`src/rtl/vga_draw_pkg.sv`:
```
// Shared types and constants for the VGA shape-drawing engines.
package vga_draw_pkg;

  typedef enum logic [2:0] {
    S_IDLE,
    S_INIT,
    S_ARC_INIT,
    S_PLOT,
    S_STEP,
    S_DONE
  } draw_state_t;

  // Equilateral triangle proportions: apex height and base offset from centre, scaled by K_DEN.
  localparam int K_HT  = 577;
  localparam int K_HB  = 289;
  localparam int K_DEN = 1000;

  typedef enum logic [1:0] {
    CLIP_NONE,
    CLIP_BOTTOM,
    CLIP_RIGHT,
    CLIP_LEFT
  } arc_clip_t;

endpackage

```
`src/rtl/octant_point.sv`:
```
// Reflects a midpoint-circle offset into one octant and qualifies the
// resulting pixel against the screen and the active arc's clip window.
module octant_point
  import vga_draw_pkg::*;
#(
  parameter int SCREEN_W = 160,
  parameter int SCREEN_H = 120,
  parameter int XW       = 8,
  parameter int YW       = 7,
  parameter int IW       = 12
) (
  input  logic signed [IW-1:0] acx,
  input  logic signed [IW-1:0] acy,
  input  logic signed [IW-1:0] ox,
  input  logic signed [IW-1:0] oy,
  input  logic        [2:0]    oct,
  input  arc_clip_t            clip,
  input  logic signed [IW-1:0] cx,
  input  logic signed [IW-1:0] ybot,
  input  logic signed [IW-1:0] xl,
  input  logic signed [IW-1:0] xr,
  output logic        [XW-1:0] px,
  output logic        [YW-1:0] py,
  output logic                 plot_ok
);

  localparam logic signed [IW-1:0] X_LIM = IW'(SCREEN_W);
  localparam logic signed [IW-1:0] Y_LIM = IW'(SCREEN_H);

  logic signed [IW-1:0] dx, dy, x, y;
  logic                 on_screen, clip_ok;

  always_comb begin
    dx = ox;
    dy = oy;
    case (oct)
      3'd0: begin dx =  ox; dy =  oy; end
      3'd1: begin dx =  oy; dy =  ox; end
      3'd2: begin dx = -ox; dy =  oy; end
      3'd3: begin dx = -oy; dy =  ox; end
      3'd4: begin dx = -ox; dy = -oy; end
      3'd5: begin dx = -oy; dy = -ox; end
      3'd6: begin dx =  ox; dy = -oy; end
      default: begin dx = oy; dy = -ox; end
    endcase
    x = acx + dx;
    y = acy + dy;

    on_screen = !x[IW-1] && (x < X_LIM) && !y[IW-1] && (y < Y_LIM);

    case (clip)
      CLIP_BOTTOM: clip_ok = (y >= ybot) && (x >= xl) && (x <= xr);
      CLIP_RIGHT:  clip_ok = (x >= cx) && (y <= ybot);
      CLIP_LEFT:   clip_ok = (x <= cx) && (y <= ybot);
      default:     clip_ok = 1'b1;
    endcase

    plot_ok = on_screen && clip_ok;
    px      = x[XW-1:0];
    py      = y[YW-1:0];
  end

endmodule

```
`src/rtl/reuleaux_draw.sv`:
```
// Midpoint-circle shape engine: one full circle or the three clipped arcs of a
// Reuleaux triangle, one candidate pixel per clock toward the VGA plot port.
module reuleaux_draw
  import vga_draw_pkg::*;
#(
  parameter int SCREEN_W = 160,
  parameter int SCREEN_H = 120,
  parameter int XW       = 8,
  parameter int YW       = 7,
  parameter int CW       = 3
) (
  input  logic                 clk,
  input  logic                 rst_n,
  input  logic                 start,
  input  logic                 mode,
  input  logic signed [XW:0]   centre_x,
  input  logic signed [YW:0]   centre_y,
  input  logic        [XW-1:0] size,
  input  logic        [CW-1:0] colour,
  output logic                 done,
  output logic        [XW-1:0] vga_x,
  output logic        [YW-1:0] vga_y,
  output logic        [CW-1:0] vga_colour,
  output logic                 vga_plot
);

  localparam int IW = ((XW > YW) ? XW : YW) + 4;
  localparam logic signed [IW-1:0] ONE = IW'(1);

  draw_state_t          state_q, state_d;
  logic                 mode_q, mode_d;
  logic signed [IW-1:0] cx_q, cx_d, cy_q, cy_d;
  logic        [XW-1:0] sz_q, sz_d;
  logic        [CW-1:0] colour_q, colour_d;
  logic signed [IW-1:0] ty_q, ty_d, ybot_q, ybot_d, xl_q, xl_d, xr_q, xr_d;
  logic        [1:0]    arc_q, arc_d;
  logic        [2:0]    oct_q, oct_d;
  logic signed [IW-1:0] ox_q, ox_d, oy_q, oy_d, crit_q, crit_d;
  logic signed [IW-1:0] acx_q, acx_d, acy_q, acy_d;
  arc_clip_t            clip_q, clip_d;
  logic        [XW-1:0] vx_q, vx_d;
  logic        [YW-1:0] vy_q, vy_d;
  logic        [CW-1:0] vcol_q, vcol_d;
  logic                 plot_q, plot_d, done_q, done_d;

  logic signed [IW-1:0] size_s, ht_s, hb_s, half_s;
  logic signed [IW-1:0] ox_n, oy_n, crit_n;
  logic        [XW-1:0] pt_x;
  logic        [YW-1:0] pt_y;
  logic                 pt_ok;

  // Products are formed at 32 bits so size*K_HT never wraps before the divide.
  assign size_s = IW'(sz_q);
  assign ht_s   = IW'((32'(sz_q) * K_HT) / K_DEN);
  assign hb_s   = IW'((32'(sz_q) * K_HB) / K_DEN);
  assign half_s = IW'(sz_q >> 1);

  octant_point #(
    .SCREEN_W(SCREEN_W), .SCREEN_H(SCREEN_H), .XW(XW), .YW(YW), .IW(IW)
  ) u_pt (
    .acx(acx_q), .acy(acy_q), .ox(ox_q), .oy(oy_q), .oct(oct_q), .clip(clip_q),
    .cx(cx_q), .ybot(ybot_q), .xl(xl_q), .xr(xr_q),
    .px(pt_x), .py(pt_y), .plot_ok(pt_ok)
  );

  always_comb begin
    state_d  = state_q;  mode_d = mode_q;  cx_d = cx_q;  cy_d = cy_q;
    sz_d     = sz_q;     colour_d = colour_q;
    ty_d     = ty_q;     ybot_d = ybot_q;  xl_d = xl_q;  xr_d = xr_q;
    arc_d    = arc_q;    oct_d = oct_q;    ox_d = ox_q;  oy_d = oy_q;
    crit_d   = crit_q;   acx_d = acx_q;    acy_d = acy_q; clip_d = clip_q;
    vx_d     = vx_q;     vy_d = vy_q;      vcol_d = vcol_q;
    plot_d   = 1'b0;
    oy_n     = oy_q + ONE;
    ox_n     = ox_q;
    crit_n   = crit_q;

    case (state_q)
      S_IDLE: begin
        if (start) begin
          state_d  = S_INIT;
          mode_d   = mode;
          cx_d     = IW'(centre_x);
          cy_d     = IW'(centre_y);
          sz_d     = size;
          colour_d = colour;
          arc_d    = 2'd0;
        end
      end
      S_INIT: begin
        ty_d    = cy_q - ht_s;
        ybot_d  = cy_q + hb_s;
        xl_d    = cx_q - half_s;
        xr_d    = cx_q + half_s;
        state_d = S_ARC_INIT;
      end
      S_ARC_INIT: begin
        ox_d   = size_s;
        oy_d   = '0;
        crit_d = ONE - size_s;
        oct_d  = 3'd0;
        if (!mode_q) begin
          acx_d = cx_q;  acy_d = cy_q;   clip_d = CLIP_NONE;
        end else if (arc_q == 2'd0) begin
          acx_d = cx_q;  acy_d = ty_q;   clip_d = CLIP_BOTTOM;
        end else if (arc_q == 2'd1) begin
          acx_d = xl_q;  acy_d = ybot_q; clip_d = CLIP_RIGHT;
        end else begin
          acx_d = xr_q;  acy_d = ybot_q; clip_d = CLIP_LEFT;
        end
        state_d = S_PLOT;
      end
      S_PLOT: begin
        vx_d   = pt_x;
        vy_d   = pt_y;
        vcol_d = colour_q;
        plot_d = pt_ok;
        oct_d  = oct_q + 3'd1;
        if (oct_q == 3'd7) state_d = S_STEP;
      end
      S_STEP: begin
        if (crit_q[IW-1] || (crit_q == '0)) begin
          crit_n = crit_q + (oy_n <<< 1) + ONE;
        end else begin
          ox_n   = ox_q - ONE;
          crit_n = crit_q + ((oy_n - ox_n) <<< 1) + ONE;
        end
        ox_d   = ox_n;
        oy_d   = oy_n;
        crit_d = crit_n;
        if (oy_n <= ox_n) begin
          state_d = S_PLOT;
        end else if (!mode_q || (arc_q == 2'd2)) begin
          state_d = S_DONE;
        end else begin
          arc_d   = arc_q + 2'd1;
          state_d = S_ARC_INIT;
        end
      end
      S_DONE: begin
        if (!start) state_d = S_IDLE;
      end
      default: state_d = S_IDLE;
    endcase

    done_d = (state_d == S_DONE);
  end

  always_ff @(posedge clk) begin
    if (!rst_n) begin
      state_q <= S_IDLE;  mode_q <= 1'b0;  cx_q <= '0;  cy_q <= '0;
      sz_q    <= '0;      colour_q <= '0;
      ty_q    <= '0;      ybot_q <= '0;    xl_q <= '0;  xr_q <= '0;
      arc_q   <= '0;      oct_q <= '0;     ox_q <= '0;  oy_q <= '0;
      crit_q  <= '0;      acx_q <= '0;     acy_q <= '0; clip_q <= CLIP_NONE;
      vx_q    <= '0;      vy_q <= '0;      vcol_q <= '0;
      plot_q  <= 1'b0;    done_q <= 1'b0;
    end else begin
      state_q <= state_d; mode_q <= mode_d; cx_q <= cx_d; cy_q <= cy_d;
      sz_q    <= sz_d;    colour_q <= colour_d;
      ty_q    <= ty_d;    ybot_q <= ybot_d; xl_q <= xl_d; xr_q <= xr_d;
      arc_q   <= arc_d;   oct_q <= oct_d;   ox_q <= ox_d; oy_q <= oy_d;
      crit_q  <= crit_d;  acx_q <= acx_d;   acy_q <= acy_d; clip_q <= clip_d;
      vx_q    <= vx_d;    vy_q <= vy_d;     vcol_q <= vcol_d;
      plot_q  <= plot_d;  done_q <= done_d;
    end
  end

  assign done       = done_q;
  assign vga_x      = vx_q;
  assign vga_y      = vy_q;
  assign vga_colour = vcol_q;
  assign vga_plot   = plot_q;

endmodule
```
`config.mk`:
```
export PLATFORM = sky130hd
export DESIGN_NAME = reuleaux_draw
export DESIGN_NICKNAME = d
export VERILOG_FILES = /design/src/rtl/vga_draw_pkg.sv /design/src/rtl/octant_point.sv /design/src/rtl/reuleaux_draw.sv
export SDC_FILE = /design/constraint.sdc
export NUM_CORES = 1
export LEC_CHECK = 0
export CELL_PAD_IN_SITES_DETAIL_PLACEMENT = 1
export CELL_PAD_IN_SITES_GLOBAL_PLACEMENT = 2
export CORE_UTILIZATION = 34
export DETAILED_ROUTE_END_ITERATION = 8
export PLACE_DENSITY = 0.75
export SLEW_MARGIN = 20
export SYNTH_ARGS = -nofsm -noshare
export SYNTH_HDL_FRONTEND = slang
export SYNTH_SLANG_ARGS = --single-unit
```
`constraint.sdc`:
```
create_clock -name clk -period 8.76 [get_ports clk]
set_clock_uncertainty 0.05 [all_clocks]
set_input_delay 1.752 -clock clk [delete_from_list [all_inputs] [get_ports clk]]
set_output_delay 1.752 -clock clk [all_outputs]
set_load 0.005 [all_outputs]
```
==> metrics.md <==
| Metric | Value |
|---|---|
| EDFF count, synth | `0` |
| Synth Cell Area | `18010 um2` |
| Total of warnings raised by yosys | `0` |
| Number of pins exceeding their max-slew limit in the final report | `0` |
| CTS root buf | `sky130_fd_sc_hd__clkbuf_16` |
| Seq pwr share | `0.246` |
| Core ar. | `51820 um2` |
| Syn_area_per_cell | `7.462 um2` |
| Share of total power consumed by net switching | `0.3891` |
| First-pass GRT wire length | `105500 um` |
| Total overflow reported by the global router | `0` |
| Top cells by count, synth | `sky130_fd_sc_hd__nand2_1 (290), sky130_fd_sc_hd__ha_1 (191), sky130_fd_sc_hd__nor2_1 (172), sky130_fd_sc_hd__a21oi_1 (163), sky130_fd_sc_hd__dfxtp_1 (160)` |
| Synthesized net count | `2648` |
| Number of input and output port buffers inserted | `51` |
| Share of the cycle needed by the critical path after routing | `1.012` |
| Violations in the final reports | `setup timing` |
| Half-perimeter wire length after placement | `52090 um` |
| Layout cell share with drive strength beyond 1 | `0.2036` |
| Ports | `52` |
| Largest net degree at the start of global routing | `75` |
| Biggest area contributors in the synthesized netlist | `sky130_fd_sc_hd__dfxtp_1 (18%), sky130_fd_sc_hd__ha_1 (13%), sky130_fd_sc_hd__nand2_1 (6.0%)` |
| Proportion of power drawn by the clock network | `0.261` |
| Slew margin rel. | `0.3544` |
| Cts bufs inserted | `17` |
| CTS Sinks | `160` |
| Power density over the cells | `144.2 nW/um2` |
| Startpoint of the worst hold path | `vga_x[4]` |
| Drt drc | `0` |
| Net switching power figure | `1.276 mW` |
| Highest-delay cell along the critical path | `sky130_fd_sc_hd__or4_4` |
| Count of routing violations after the opening detailed-route iteration | `801` |
| Initial DRT Pass Iterations | `6` |
| Combinational share of power | `0.493` |
| H-tree lvl count | `4` |
| Overall die area | `53880 um2` |
| Outcome | `finished, violations left` |
| Worst Max-Slew Pin Slew | `0.9683 ns` |
| Instance area at placement | `21040 um2` |
| Worst voltage drop across the vdd grid | `0.00008979 V` |
| Fmax achieved | `112.8 MHz` |
| Wire per inst | `19.84 um` |
| Die W | `232.1 um` |
| Seq/Total Area, Yosys | `0.1779` |
| Total Power Consumption | `3.279 mW` |
| Critical path capture point type | `flop` |
| Count of nets after finishing | `2909` |
| Synth unique cells | `110` |
| Number of hold-repair buffers added at the cts stage | `0` |
| Design internal power | `2.003 mW` |
| Routability cong. | `0.8499` |
| Top FF cell, synth | `sky130_fd_sc_hd__dfxtp_1` |
| Number of global-route vias before repair | `19450` |
| Cell row count | `83` |
| Clk buf depth | `2` |
| Area share of the largest cell type after synthesis | `0.1779` |
| Share of async-settable or async-resettable flops after synthesis | `0` |
| Required @ worst endpoint | `9.09 ns` |
| Crit-path most repeated cell | `sky130_fd_sc_hd__buf_4` |
| Die H | `232.1 um` |
| Final-report setup violation count | `2` |
| Worst Hold Class | `flop to flop` |
| Worst setup startpoint | `sz_q[7]` |
| Layout Area Growth over Synthesis | `26.31%` |
| Crit Path Category | `flop to flop` |
| Cell leakage power | `9.594 nW` |
| Final Hold Slack | `0.4144 ns` |
| Seq cells post-synth | `160` |
| Via density | `5.544` |
| RSZ-0062 raised after global routing | `yes` |
| Kind of start point of the critical path | `flop` |
| Delay of the slowest cell on the worst path | `0.59 ns` |
| DRT antenna net count | `0` |
| Clock latency reported for the late side of the worst-skew pair | `0.49 ns` |
| Diode count | `0` |
| Effective utilization at floorplan | `0.3475` |
| Final design instance area without fill | `22740 um2` |
| Post-layout min period | `8.862 ns` |
| Clock transition at the registers of the reported paths | `0.07 ns` |
| Post-layout worst setup margin | `-0.1024 ns` |
| Number of hold violations in the final report | `0` |
| Worst path arrival time | `9.19 ns` |
| Startpoint of the worst register-to-register path | `sz_q[7]` |
| Max-capacitance violation count | `0` |
| Most common cell in the netlist | `sky130_fd_sc_hd__nand2_1` |
| Routed Wire Length | `66800 um` |
| Largest fanout of any net on the critical path | `6` |
| Post-Syn Instances | `2413` |
| All-Layer GR Usage | `0.2471` |
| Cell type with the largest total area after synthesis | `sky130_fd_sc_hd__dfxtp_1` |
| TritonCTS clock tree | `done` |
| Initial antenna violation count | `0` |
| Vias | `18670` |
[cell usage in the layout, fill, tap and decap left out, types with 12 or more instances in the layout]
master / Yosys / layout
sky130_fd_sc_hd__nand2_1: 290 / 289
sky130_fd_sc_hd__a21boi_0: 77 / 73
sky130_fd_sc_hd__buf_4: 3 / 323
sky130_fd_sc_hd__and3_1: 18 / 17
sky130_fd_sc_hd__nand2b_1: 35 / 33
sky130_fd_sc_hd__o21ai_0: 145 / 132
sky130_fd_sc_hd__mux2i_1: 25 / 23
sky130_fd_sc_hd__clkbuf_16: 0 / 17
sky130_fd_sc_hd__o21ai_1: 6 / 13
sky130_fd_sc_hd__inv_1: 133 / 132
sky130_fd_sc_hd__a21oi_2: 4 / 14
sky130_fd_sc_hd__a211oi_1: 18 / 15
sky130_fd_sc_hd__nand3_1: 47 / 45
sky130_fd_sc_hd__nor2_1: 172 / 163
sky130_fd_sc_hd__o211a_1: 20 / 20
sky130_fd_sc_hd__o211ai_1: 54 / 54
sky130_fd_sc_hd__and2_1: 44 / 41
sky130_fd_sc_hd__dfxtp_1: 160 / 155
sky130_fd_sc_hd__clkdlybuf4s50_1: 0 / 50
sky130_fd_sc_hd__o21bai_1: 28 / 27
sky130_fd_sc_hd__xnor2_1: 120 / 115
sky130_fd_sc_hd__ha_1: 191 / 178
sky130_fd_sc_hd__a21oi_1: 163 / 151
sky130_fd_sc_hd__xor2_1: 36 / 36
sky130_fd_sc_hd__a31oi_1: 15 / 12
sky130_fd_sc_hd__or3_1: 31 / 27
sky130_fd_sc_hd__a21o_1: 45 / 45
sky130_fd_sc_hd__nand4_1: 27 / 27
sky130_fd_sc_hd__nor3_1: 45 / 40
sky130_fd_sc_hd__a22oi_1: 25 / 24
sky130_fd_sc_hd__o21a_1: 14 / 13
sky130_fd_sc_hd__nor2b_1: 46 / 45
[flip-flops by register name, indices dropped and copies added (netlist names), 9 cells and up]
name    flops
ox_q       12
crit_q     12
ty_q       12
cx_q        9
xl_q       10
acy_q      12
acx_q      10
ybot_q     12
xr_q        9
oy_q       12
[area by class of cell]
| cell class | instances | area [um2] |
|---|---|---|
| Multi-Input combinational cell | 1980 | 14520 |
| Fill cell | 6319 | 29080 |
| Tap cell | 680 | 850.8 |
| Inverter | 135 | 508.0 |
| Timing Repair Buffer | 380 | 3013 |
| Clock buffer | 20 | 436.7 |
| Clock inverter | 12 | 206.4 |
| Sequential cell | 160 | 3214 |
[metal layers]
| metal | vias to the layer above | part of all wire | track usage |
|---|---|---|---|
| met2 | 238 | 0.49 | 0.4347 |
| li1 | 9185 | - | - |
| met3 | 66 | 0.029 | 0.03328 |
| met1 | 9176 | 0.46 | 0.3135 |
| met4 | 0 | 0.021 | 0.06456 |
| met5 | - | 0 | 0 |
[timing repair]
action	4_1_cts	5_1_grt
buffers inserted	20	15
resized for setup	80	91
setup endpoints to repair	14	14
pin swaps	33	62
[through the flow]
stage	TNS, ns	util	worst slack, ns	cells
after floorplan	0	-	0.03494	2413
after global placement	-1.708	0.4058	-0.3783	3300
after detailed placement	-4.742	0.4059	-0.6345	3300
after CTS	0	0.4288	0.005028	3352
after global routing	-3.908	0.4389	-0.5662	3367
final	-0.1267	0.4389	-0.1024	3367
[power by group through the flow]
stage / sequential, mW / combinational, mW / clock [mW]
detailed placement: 0.824 / 1.48 / 0
global route: 0.812 / 1.77 / 0.909
floorplan: 0.806 / 0.913 / 0
finish: 0.807 / 1.62 / 0.856
global placement: 0.822 / 1.43 / 0
CTS: 0.808 / 1.54 / 0.880
[path summary, 6_finish.rpt]
path | slack [ns] | endpoint | cells after the start
worst max-delay path | -0.10 | ty_q[9] | 42
worst min-delay path | 0.41 | vga_x[4] | 2
worst max register to register | -0.10 | ty_q[9] | 42
worst min register to register | 0.41 | vga_x[4] | 2
[cells by family (layout without fill, tap and decap cells)]
family,count (synthesis),after routing,share of synthesized area
xor+xnor,159,159,0.07859
compound gates,759,759,0.2945
simple gates,822,822,0.2224
flops,160,160,0.1779
fa+ha+maj,209,209,0.1494
buf+inv,273,547,0.05893
mux,31,31,0.01827
[worst max-delay path, delay by kind of cell, from the launching register on]
family	cells	cell delay, ns
AND/OR/NAND/NOR	11	2.26
flip-flops	1	0.36
multiplexers	1	0.14
AO/OA/AOI/OAI	18	3.57
buffers and inverters	5	0.83
XOR/XNOR	2	0.26
adder cells (fa/ha/maj)	5	1.30
Power figures use the tool's default switching activity.
